`config.mk`:
```
export PLATFORM = sky130hd
export DESIGN_NAME = switch_conditioner
export DESIGN_NICKNAME = d
export VERILOG_FILES = /design/src/rtl/switch_conditioner_pkg.sv /design/src/rtl/switch_conditioner_debounce_bit.sv /design/src/rtl/switch_conditioner.sv
export SDC_FILE = /design/constraint.sdc
export NUM_CORES = 1
export LEC_CHECK = 0
export CORE_ASPECT_RATIO = 1.4
export CORE_MARGIN = 2
export CORE_UTILIZATION = 30
export DETAILED_ROUTE_END_ITERATION = 10
export PLACE_DENSITY = 0.5
export SETUP_SLACK_MARGIN = 0.1
export SYNTH_ARGS = -nofsm -noshare
export SYNTH_HDL_FRONTEND = slang
export SYNTH_SLANG_ARGS = --single-unit
```
`constraint.sdc`:
```
create_clock -name clk -period 5.6 [get_ports clk]
set_input_delay 0.56 -clock clk [delete_from_list [all_inputs] [get_ports clk]]
set_output_delay 0.56 -clock clk [all_outputs]
set_load 0.03 [all_outputs]
```
`src/rtl/switch_conditioner_pkg.sv`:
```
// Shared constants for the switch conditioner: switch bit positions and
// the push/pop button state encoding.
package switch_conditioner_pkg;

  localparam int NUM_SW   = 8;
  localparam int DATA_LSB = 0;
  localparam int DATA_W   = 4;
  localparam int PUSH     = 4;
  localparam int POP      = 5;
  localparam int RST      = 6;
  localparam int MODE     = 7;

  typedef enum logic {
    IDLE = 1'b0,
    HELD = 1'b1
  } btn_state_e;

endpackage

```
`src/rtl/switch_conditioner_debounce_bit.sv`:
```
// One switch bit: invert, 2-flop synchronize, then debounce into a stable level.
module debounce_bit #(
  parameter int DEBOUNCE_CYCLES = 240000
) (
  input  logic clk,
  input  logic rst,
  input  logic raw_n,
  output logic stable
);

  localparam int CW = $clog2(DEBOUNCE_CYCLES + 1);

  logic          sync1, sync2;
  logic [CW-1:0] cnt;

  // Synchronize, then flip the stable level once the mismatch has persisted
  // for DEBOUNCE_CYCLES consecutive cycles; any match discards the count.
  always_ff @(posedge clk) begin
    if (rst) begin
      sync1  <= 1'b0;
      sync2  <= 1'b0;
      cnt    <= '0;
      stable <= 1'b0;
    end else begin
      sync1 <= ~raw_n;
      sync2 <= sync1;
      if (sync2 == stable) begin
        cnt <= '0;
      end else if (cnt == CW'(DEBOUNCE_CYCLES - 1)) begin
        stable <= ~stable;
        cnt    <= '0;
      end else begin
        cnt <= cnt + CW'(1);
      end
    end
  end

endmodule

```
`src/rtl/switch_conditioner.sv`:
```
// Debounces the 8 raw switches and turns push/pop into one-cycle strobes,
// with optional auto-repeat while a button is held.
module switch_conditioner
  import switch_conditioner_pkg::*;
#(
  parameter int DEBOUNCE_CYCLES = 240000,
  parameter int REPEAT_CYCLES   = 0
) (
  input  logic             clk,
  input  logic             rst,
  input  logic [7:0]       sw_n,
  output logic [3:0]       data_out,
  output logic             push_pulse,
  output logic             pop_pulse,
  output logic             rst_btn,
  output logic             mode
);

  // An interval of 1 would hold the strobe high continuously, so it is
  // stretched to 2 to keep every strobe a single isolated cycle.
  localparam int RPT = (REPEAT_CYCLES == 1) ? 2 : REPEAT_CYCLES;
  localparam int RW  = (RPT > 1) ? $clog2(RPT) : 1;

  logic [NUM_SW-1:0] stable;

  for (genvar g = 0; g < NUM_SW; g++) begin : g_db
    debounce_bit #(.DEBOUNCE_CYCLES(DEBOUNCE_CYCLES)) u_db (
      .clk    (clk),
      .rst    (rst),
      .raw_n  (sw_n[g]),
      .stable (stable[g])
    );
  end

  assign data_out = stable[DATA_LSB +: DATA_W];
  assign rst_btn  = stable[RST];
  assign mode     = stable[MODE];

  for (genvar b = 0; b < 2; b++) begin : g_btn
    localparam int IDX = (b == 0) ? PUSH : POP;

    btn_state_e    state_q, state_d;
    logic [RW-1:0] rpt_q, rpt_d;
    logic          pulse_d, pulse_q;

    // State, repeat counter and registered strobe
    always_ff @(posedge clk) begin
      if (rst) begin
        state_q <= IDLE;
        rpt_q   <= '0;
        pulse_q <= 1'b0;
      end else begin
        state_q <= state_d;
        rpt_q   <= rpt_d;
        pulse_q <= pulse_d;
      end
    end

    // Follow the debounced level: press enters HELD, release returns to IDLE
    always_comb begin
      state_d = state_q;
      case (state_q)
        IDLE:    if (stable[IDX])  state_d = HELD;
        HELD:    if (!stable[IDX]) state_d = IDLE;
        default: state_d = IDLE;
      endcase
    end

    // Strobe on press, then every RPT cycles while held; never on release
    always_comb begin
      pulse_d = 1'b0;
      rpt_d   = rpt_q;
      case (state_q)
        IDLE: begin
          rpt_d = '0;
          if (stable[IDX]) pulse_d = 1'b1;
        end
        HELD: begin
          if (!stable[IDX]) begin
            rpt_d = '0;
          end else if (RPT > 0) begin
            if (rpt_q == RW'(RPT - 1)) begin
              pulse_d = 1'b1;
              rpt_d   = '0;
            end else begin
              rpt_d = rpt_q + RW'(1);
            end
          end
        end
        default: rpt_d = '0;
      endcase
    end
  end

  assign push_pulse = g_btn[0].pulse_q;
  assign pop_pulse  = g_btn[1].pulse_q;

endmodule

```
# Yosys cells after proc, flatten, opt, wreduce, memory -nomap -nowiden
# Index checks and enable logic that the tools add are counted.
[word_totals]
reg_bits = 172
in_bits = 10
output_inout_bits = 8
elab_cells = 104
[classes]
addsub = 8
eq_ne = 16
mux = 2
bitwise_logic = 24
n_reduce_logical = 18
[op_table]
columns = ["cell", "count"]
rows = [
  ["adder 18 x 1 -> 18 bit (second input constant)", 8],
  ["== test 18 bit (second input constant)", 8],
  ["NOT 1 bit", 24],
  ["OR reduction 3 bit", 8],
  ["AND reduction 2 bit", 8],
  ["== test 1 bit", 8],
  ["OR reduction 2 bit", 2],
  ["two-way mux 1 bit", 2],
]

# Depth between registers and ports, before layout
# Gate-level depths: netlist of the first run.
[depth]
word_depth = 3
mapped_depth = 6
ltp_nobuf = 5

# By module
# Synthesis of the first run repeated with hierarchy kept, for this count alone.
[hier_totals]
hier_cells = 824
area_unflattened_um2 = 7775.0
[modules_own_cells]
columns = ["module", "instances", "cells_per_inst", "area_each_um2", "seq_area_each_um2"]
rows = [
  ["debounce_bit", 8, 102, 957.2, 420.4],
  ["switch_conditioner", 1, 8, 117.6, 80.1],
]

# Worst setup path after synthesis of the first run
# No wires, ideal clock.
[synth_timing]
path_type = "register -> register"
start = "register g_db[3].u_db.cnt[0]"
end = "register g_db[3].u_db.cnt[10]"
setup_time_ps = 115
arrival_ps = 1856
required_ps = 5485
path_slack_ps = 3629
stages_incl_launch_ff = 7
path_buffers = 1
period_less_slack_ps = 1971
path_cell_list = "dfxtp_1 > ha_1 > nand4_1 > or4_1 > o21bai_2 > buf_4 > nor2_1"
[synth_between]
elab_chain_len = 2
elab_cells_between_ends = 3
cone_classes = "1 x add/sub; 1 x eq/ne; 1 x reduce/logical"
[synth_rtl]
columns = ["element", "line", "source"]
rows = [
  ["start, declared", "switch_conditioner_debounce_bit.sv:14", "logic [CW-1:0] cnt;"],
  ["start signal, assigned", "switch_conditioner_debounce_bit.sv:33", "cnt <= cnt + CW'(1);"],
  ["parallel branches: the longest is 2 deep, another holds adder 18 x 1 -> 18 bit", "n/a", ""],
]
# Several ways; the timed one is not identified.
# A chain may end at the register's enable or synchronous reset.

# Final worst setup path of the first run
[layout_timing]
start = "register g_db[5].u_db.cnt[0]"
end = "register g_db[5].u_db.cnt[8]"
[layout_between]
elab_chain_len = 2
elab_cells_between_ends = 3
cone_classes = "1 x add/sub; 1 x eq/ne; 1 x reduce/logical"
[layout_rtl]
columns = ["element", "line"]
rows = [
  ["start, declared", "switch_conditioner_debounce_bit.sv:14"],
  ["start signal, assigned", "switch_conditioner_debounce_bit.sv:33"],
  ["parallel branches: the longest is 2 deep, another holds adder 18 x 1 -> 18 bit", "n/a"],
]
# Several ways; the timed one is not identified.

==> impl_metrics.yaml, run 1 <==
cts:
  post-cts-setup-buffers: 0
  cts.htree.levels: 4
  tritoncts: "built"
  clkLatencyLatePin_ps: 430
  cts_hold_buf: 0
  path_clk_slew_ps: 70
  cts_resized: 0
  clockBufferDepth: 2
  cts.sinks: 172
  root_buffer: "clkbuf_16"
  numCtsBuffers: 17
synthesis:
  synthAdderAreaFrac_pct: 1.34
  synthArstFlopShare_pct: 0
  synth-compound-area-share_pct: 3.90
  yosys.area.top_type_share_pct: 46.1
  synth_edf_count: 0
  netlist_area_mm2: 0.00747
  synthTopCellsByArea: "dfxtp_1 46%, xnor2_1 10%, nor2_1 8.2%"
  synth.avg_cell_area_um2: 8.76
  yosysUniqueCellTypes: 48
  yosys_register_bits: 172
  synth_xor_area_share_pct: 14.3
  synth_top_area_cell: "dfxtp_1"
  synth_top_family_by_area: "simple AND/OR/NAND/NOR gates"
  ys_warn_count: 0
  yosys-top-cells-count: "172 x dfxtp_1, 163 x nor2_1, 88 x xnor2_1"
  ys.flop_type: "dfxtp_1"
  ys_seq_area_share_pct: 46.1
  synth_nets: 871
  synth.area.mux_share_pct: 0.402
  yosys.area_share.simple_pct: 31.0
  postSynthCellCount: 853
  yosysMostFrequentCell: "dfxtp_1"
setup_path:
  crit_slowest_cell: "o21bai_1"
  reg2regPathDepth: 5
  setup.worst_path.end_class: "flip-flop"
  cp_num_buf_inv: 0
  path_cells: "ha_1 -> and4_1 -> nand4_1 -> o21bai_1 -> nor2_1"
  r2r-end: "g_db[5].u_db.cnt[8]"
  arrival_ps: 2600
  crit_type: "flip-flop to flip-flop"
  cp_top_family: "compound AO/OA/AOI/OAI gates"
  rr_startpoint: "g_db[5].u_db.cnt[0]"
  crit_path_max_incr_delay_ps: 940
  startpoint_type: "flip-flop"
  path_max_fanout: 16
  r2r_setup_slack_ps: 3270
  crit_required_ps: 5870
timing:
  period_minus_slack_ps: 2330
  finalSetupViolations: 0
  worstMarginPinSlew_ps: 1190
  slew_viol_final: 0
  slew_headroom_pct: 19.8
  final_hold_viol_count: 0
  rsz0062_at_grt: "no"
  skew_ps: 8.73
  max_freq_mhz: 430
  min_period_over_period_pct: 41.5
  tns_ps: 0
floorplanning:
  pin_count: 18
  dieArea_mm2: 0.0262
  initial_core_util_pct: 30.4
  floorplan.die.height_um: 191
  core_mm2: 0.0246
  rows: 68
  die-width_um: 137
layout:
  fillerInstances: 2589
  nNetsFinal: 887
  diodes: 0
  syn2layout_area_growth_pct: 14.9
  final_cell_count_no_fill: 1197
  drive_gt1_share_pct: 6.12
worst_hold_path:
  min-delay-start: "g_btn[0].state_q"
  min_path_type: "flip-flop to flip-flop"
  holdPathEnd: "push_pulse"
  hold_path_depth: 1
power_and_ir_drop:
  leakage_nw: 2.45
  p_total_w: 0.00252
  power_density_mw_per_mm2: 294
  ir_drop_mv: 0.208
routing:
  drc: 0
  wl_um: 14000
  wire_per_inst_um: 11.7
  dr.pass1.iters: 4
  drt_iter0_drc: 191
  vias_per_cell: 4.71
  postRouteAntennaNets: 0
  vias: 5640
global_route:
  grt_overflow: 0
  antenna_found_initial: 0
  grt_max_degree: 39
  grt_pass1_vias: 5552
  grt_pass1_wl_um: 25000
  grt_usage_pct: 11.5
run:
  drv_cap: 0
placement:
  hpwl_um: 9630
  portBuffers: 17
  dp_cells: 1165
  gp_congestion: 0.750
outcome:
  status: "finished, final reports clean"
-- power by group --
group / internal [W] / total (W) / switching (W)
combinational: 0.0000128 / 0.0000291 / 0.0000163
sequential: 0.00123 / 0.00123 / 0.00000402
clock: 0.000740 / 0.00126 / 0.000522
-- cell usage in the layout, fill, tap and decap left out, types with 4 or more instances in the layout --
cell type	count
clkbuf_16	17
nand2_1	39
nor2b_1	9
inv_1	28
xnor2_1	88
or2_2	4
or4_1	9
o21ai_1	4
o31ai_1	5
and4_1	9
nand3_1	61
a21oi_1	18
dfxtp_1	172
and3_1	4
nor3_1	32
clkdlybuf4s50_1	17
xor2_1	34
nand2b_1	6
ha_1	8
nand4_1	42
nor2_1	163
o21ai_0	12
nor4_1	37
or3_1	9
buf_4	4
nor4bb_1	4
-- registers in the layout, indices dropped and copies added (netlist names) --
register	count
g_db.u_db.cnt	144
g_db.u_db.stable	8
g_db.u_db.sync1	8
g_db.u_db.sync2	8
g_btn.state_q	2
pop_pulse	1
push_pulse	1
-- metrics by stage --
stage | hold slack, ps | util, % | setup slack, ps | area [um2]
after floorplan | 368 | - | 3630 | 7470
after CTS | 388 | 34.9 | 3200 | 8580
after global routing | 403 | 34.9 | 3000 | 8580
after detailed placement | 379 | 32.3 | 3140 | 7950
after global placement | 376 | 32.3 | 3200 | 7950
final | 383 | 34.9 | 3270 | 8580
-- how the worst max path moves through the flow --
stage / slack (ps) / endpoint / start / cells after the start
after detailed placement: 3140 / g_db[4].u_db.cnt[5] / rst / 5
final: 3270 / g_db[5].u_db.cnt[8] / g_db[5].u_db.cnt[0] / 5
after global routing: 3000 / g_db[5].u_db.cnt[14] / g_db[5].u_db.cnt[0] / 5
after floorplan: 3630 / g_db[3].u_db.cnt[10] / g_db[3].u_db.cnt[0] / 6
after CTS: 3200 / g_db[5].u_db.cnt[8] / g_db[5].u_db.cnt[0] / 5
after global placement: 3200 / g_db[4].u_db.cnt[11] / rst / 5
-- routing by layer --
metal  global-route usage [%]  vias to the layer above  share of wire [%]
met3                     2.29                       16                2.4
met4                     4.48                        0                1.6
met5                        0                        -                  0
met2                     20.1                       50                 49
met1                     13.8                     2576                 47
li1                         -                     2998                  -
-- worst reg2reg max path, cell delays in order (launching register included) --
cell and delay, ps:
dfxtp_1 390, ha_1 250, and4_1 320, nand4_1 160
o21bai_1 940, nor2_1 130
-- layout make-up --
class / instances / area (um2) / share of cell area, %
Tap cell: 315 / 394 / 4.59
Clock buffer: 19 / 453 / 5.28
Multi-Input combinational cell: 629 / 3810 / 44.4
Sequential cell: 172 / 3440 / 40.1
Inverter: 28 / 105 / 1.22
Clock inverter: 13 / 179 / 2.08
Timing Repair Buffer: 21 / 200 / 2.33
-- cells by family after synthesis --
| group | Yosys count |
|---|---|
| simple gates | 449 |
| flops | 172 |
| xor+xnor | 122 |
| buf+inv | 52 |
| compound gates | 47 |
| fa+ha+maj | 8 |
| mux | 3 |
(Power assumes the default switching activity.)
==> run 2: changes to the inputs <==
==> constraint.sdc (replaced) <==
create_clock -name clk -period 2.23 [get_ports clk]
set_input_delay 0.223 -clock clk [delete_from_list [all_inputs] [get_ports clk]]
set_output_delay 0.223 -clock clk [all_outputs]
set_load 0.03 [all_outputs]
==> impl_metrics.yaml, run 2 (same netlist as run 1, synthesis figures left out) <==
outcome:
  status: "finished, final reports clean"
layout:
  fillerInstances: 2552
  drive_gt1_share_pct: 7.76
  syn2layout_area_growth_pct: 17.0
  multi_input_area_mm2: 0.00381
  regArea_mm2: 0.00344
  final_cell_mix: "172 x dfxtp_1, 163 x nor2_1, 88 x xnor2_1"
  layout_commonest_cell: "dfxtp_1"
  largest_register_ff_count: 144
  largest-register: "g_db.u_db.cnt"
  diodes: 0
  nNetsFinal: 907
setup_path:
  crit_required_ps: 2580
  setup.worst_path.end_class: "flip-flop"
  crit_type: "flip-flop to flip-flop"
  cp_common_cell: "or4_1"
  reg2regPathDepth: 4
  crit_path_max_incr_delay_ps: 580
  path_max_fanout: 10
  arrival_ps: 2310
  path_cells: "nand4_4 -> or4_1 -> or4_1 -> a21oi_1"
  startpoint_type: "flip-flop"
  crit_slowest_cell: "or4_1"
placement:
  gp_congestion: 0.778
  hpwl_um: 9780
  portBuffers: 17
routing:
  dr.pass1.iters: 5
  wire_per_inst_um: 11.7
  drt_iter0_drc: 240
  postRouteAntennaNets: 0
  vias_per_cell: 4.77
  vias: 5810
  wl_um: 14300
  drc: 0
timing:
  rsz0062_at_grt: "no"
  holdWs_ps: 297
  slew_headroom_pct: 56.6
  skew_ps: 7.51
  min_period_over_period_pct: 87.9
  final_hold_viol_count: 0
  worstMarginPinSlew_ps: 646
  period_minus_slack_ps: 1960
  max_freq_mhz: 510
  slew_viol_final: 0
  tns_ps: 0
  finalSetupViolations: 0
floorplanning:
  floorplan.die.height_um: 191
  die-width_um: 137
  initial_core_util_pct: 30.4
  rows: 68
  dieArea_mm2: 0.0262
  pin_count: 18
  core_mm2: 0.0246
worst_hold_path:
  hold_path_depth: 2
  min_path_type: "input pin to flip-flop"
global_route:
  grt_pass1_vias: 5656
  grt_overflow: 0
  antenna_found_initial: 0
  grt_usage_pct: 11.6
  grt_max_degree: 39
  grt_pass1_wl_um: 25200
cts:
  cts_hold_buf: 0
  numCtsBuffers: 17
  cts.htree.levels: 4
  cts_resized: 0
  path_clk_slew_ps: 60
  root_buffer: "clkbuf_16"
  post-cts-setup-buffers: 0
  clkLatencyLatePin_ps: 430
  tritoncts: "built"
  cts.sinks: 172
  clockBufferDepth: 2
power_and_ir_drop:
  power_density_mw_per_mm2: 724
  ir_drop_mv: 0.515
  leakage_nw: 2.54
run:
  drv_cap: 0
[run 2: cell count changes in the layout (fill, tap and decap cells not counted), sizes merged]
cell    change
buf        +20
inv         -6
clkbuf      +4
bufinv      +1
clkinv      +1
[run 2: final timing paths]
| path | start | to | slack, ps |
|---|---|---|---|
| worst max register to register | g_db[7].u_db.cnt[2] | g_db[7].u_db.cnt[17] | 270 |
| worst min-delay path | sw_n[1] | g_db[1].u_db.sync1 | 300 |
| worst min register to register | g_btn[0].state_q | push_pulse | 380 |
| worst max-delay path | g_db[7].u_db.cnt[2] | g_db[7].u_db.cnt[17] | 270 |
[run 2: final cells by class]
type,count,share of cell area [%]
Clock buffer,23,5.35
Clock inverter,9,1.85
Inverter,28,1.20
Multi-Input combinational cell,629,43.6
Sequential cell,172,39.4
Tap cell,315,4.51
Timing Repair Buffer,41,4.15
[run 2: worst max-delay path: cells and delay by family, from the launching register on]
| kind | cells | cell delay (ps) |
|---|---|---|
| flip-flops | 1 | 470 |
| AND/OR/NAND/NOR | 3 | 1270 |
| AO/OA/AOI/OAI | 1 | 150 |
[run 2: through the flow]
step	worst slack (ps)	power (W)	area, um2	util [%]	std cells
after global placement	332	0.00325	8110	33.0	1185
after floorplan	259	0.00321	7470	-	853
after detailed placement	275	0.00325	8110	33.0	1185
after CTS	267	0.00643	8740	35.6	1217
final	270	0.00633	8740	35.6	1217
after global routing	148	0.00655	8740	35.6	1217
[run 2: power by group]
part           internal, W  switching [W]  total (W)
Combinational    0.0000385      0.0000427  0.0000812
Sequential         0.00309      0.0000106    0.00310
Clock              0.00194        0.00120    0.00315
Total              0.00507        0.00126    0.00633
[run 2: layer usage]
layer  track usage (%)  vias up  wire length (um)
met4              3.89        0               201
li1                  -     3034                 -
met1              13.4     2700              6570
met2              20.6       62              7070
met5                 0        -                 0
met3              3.14       14               414
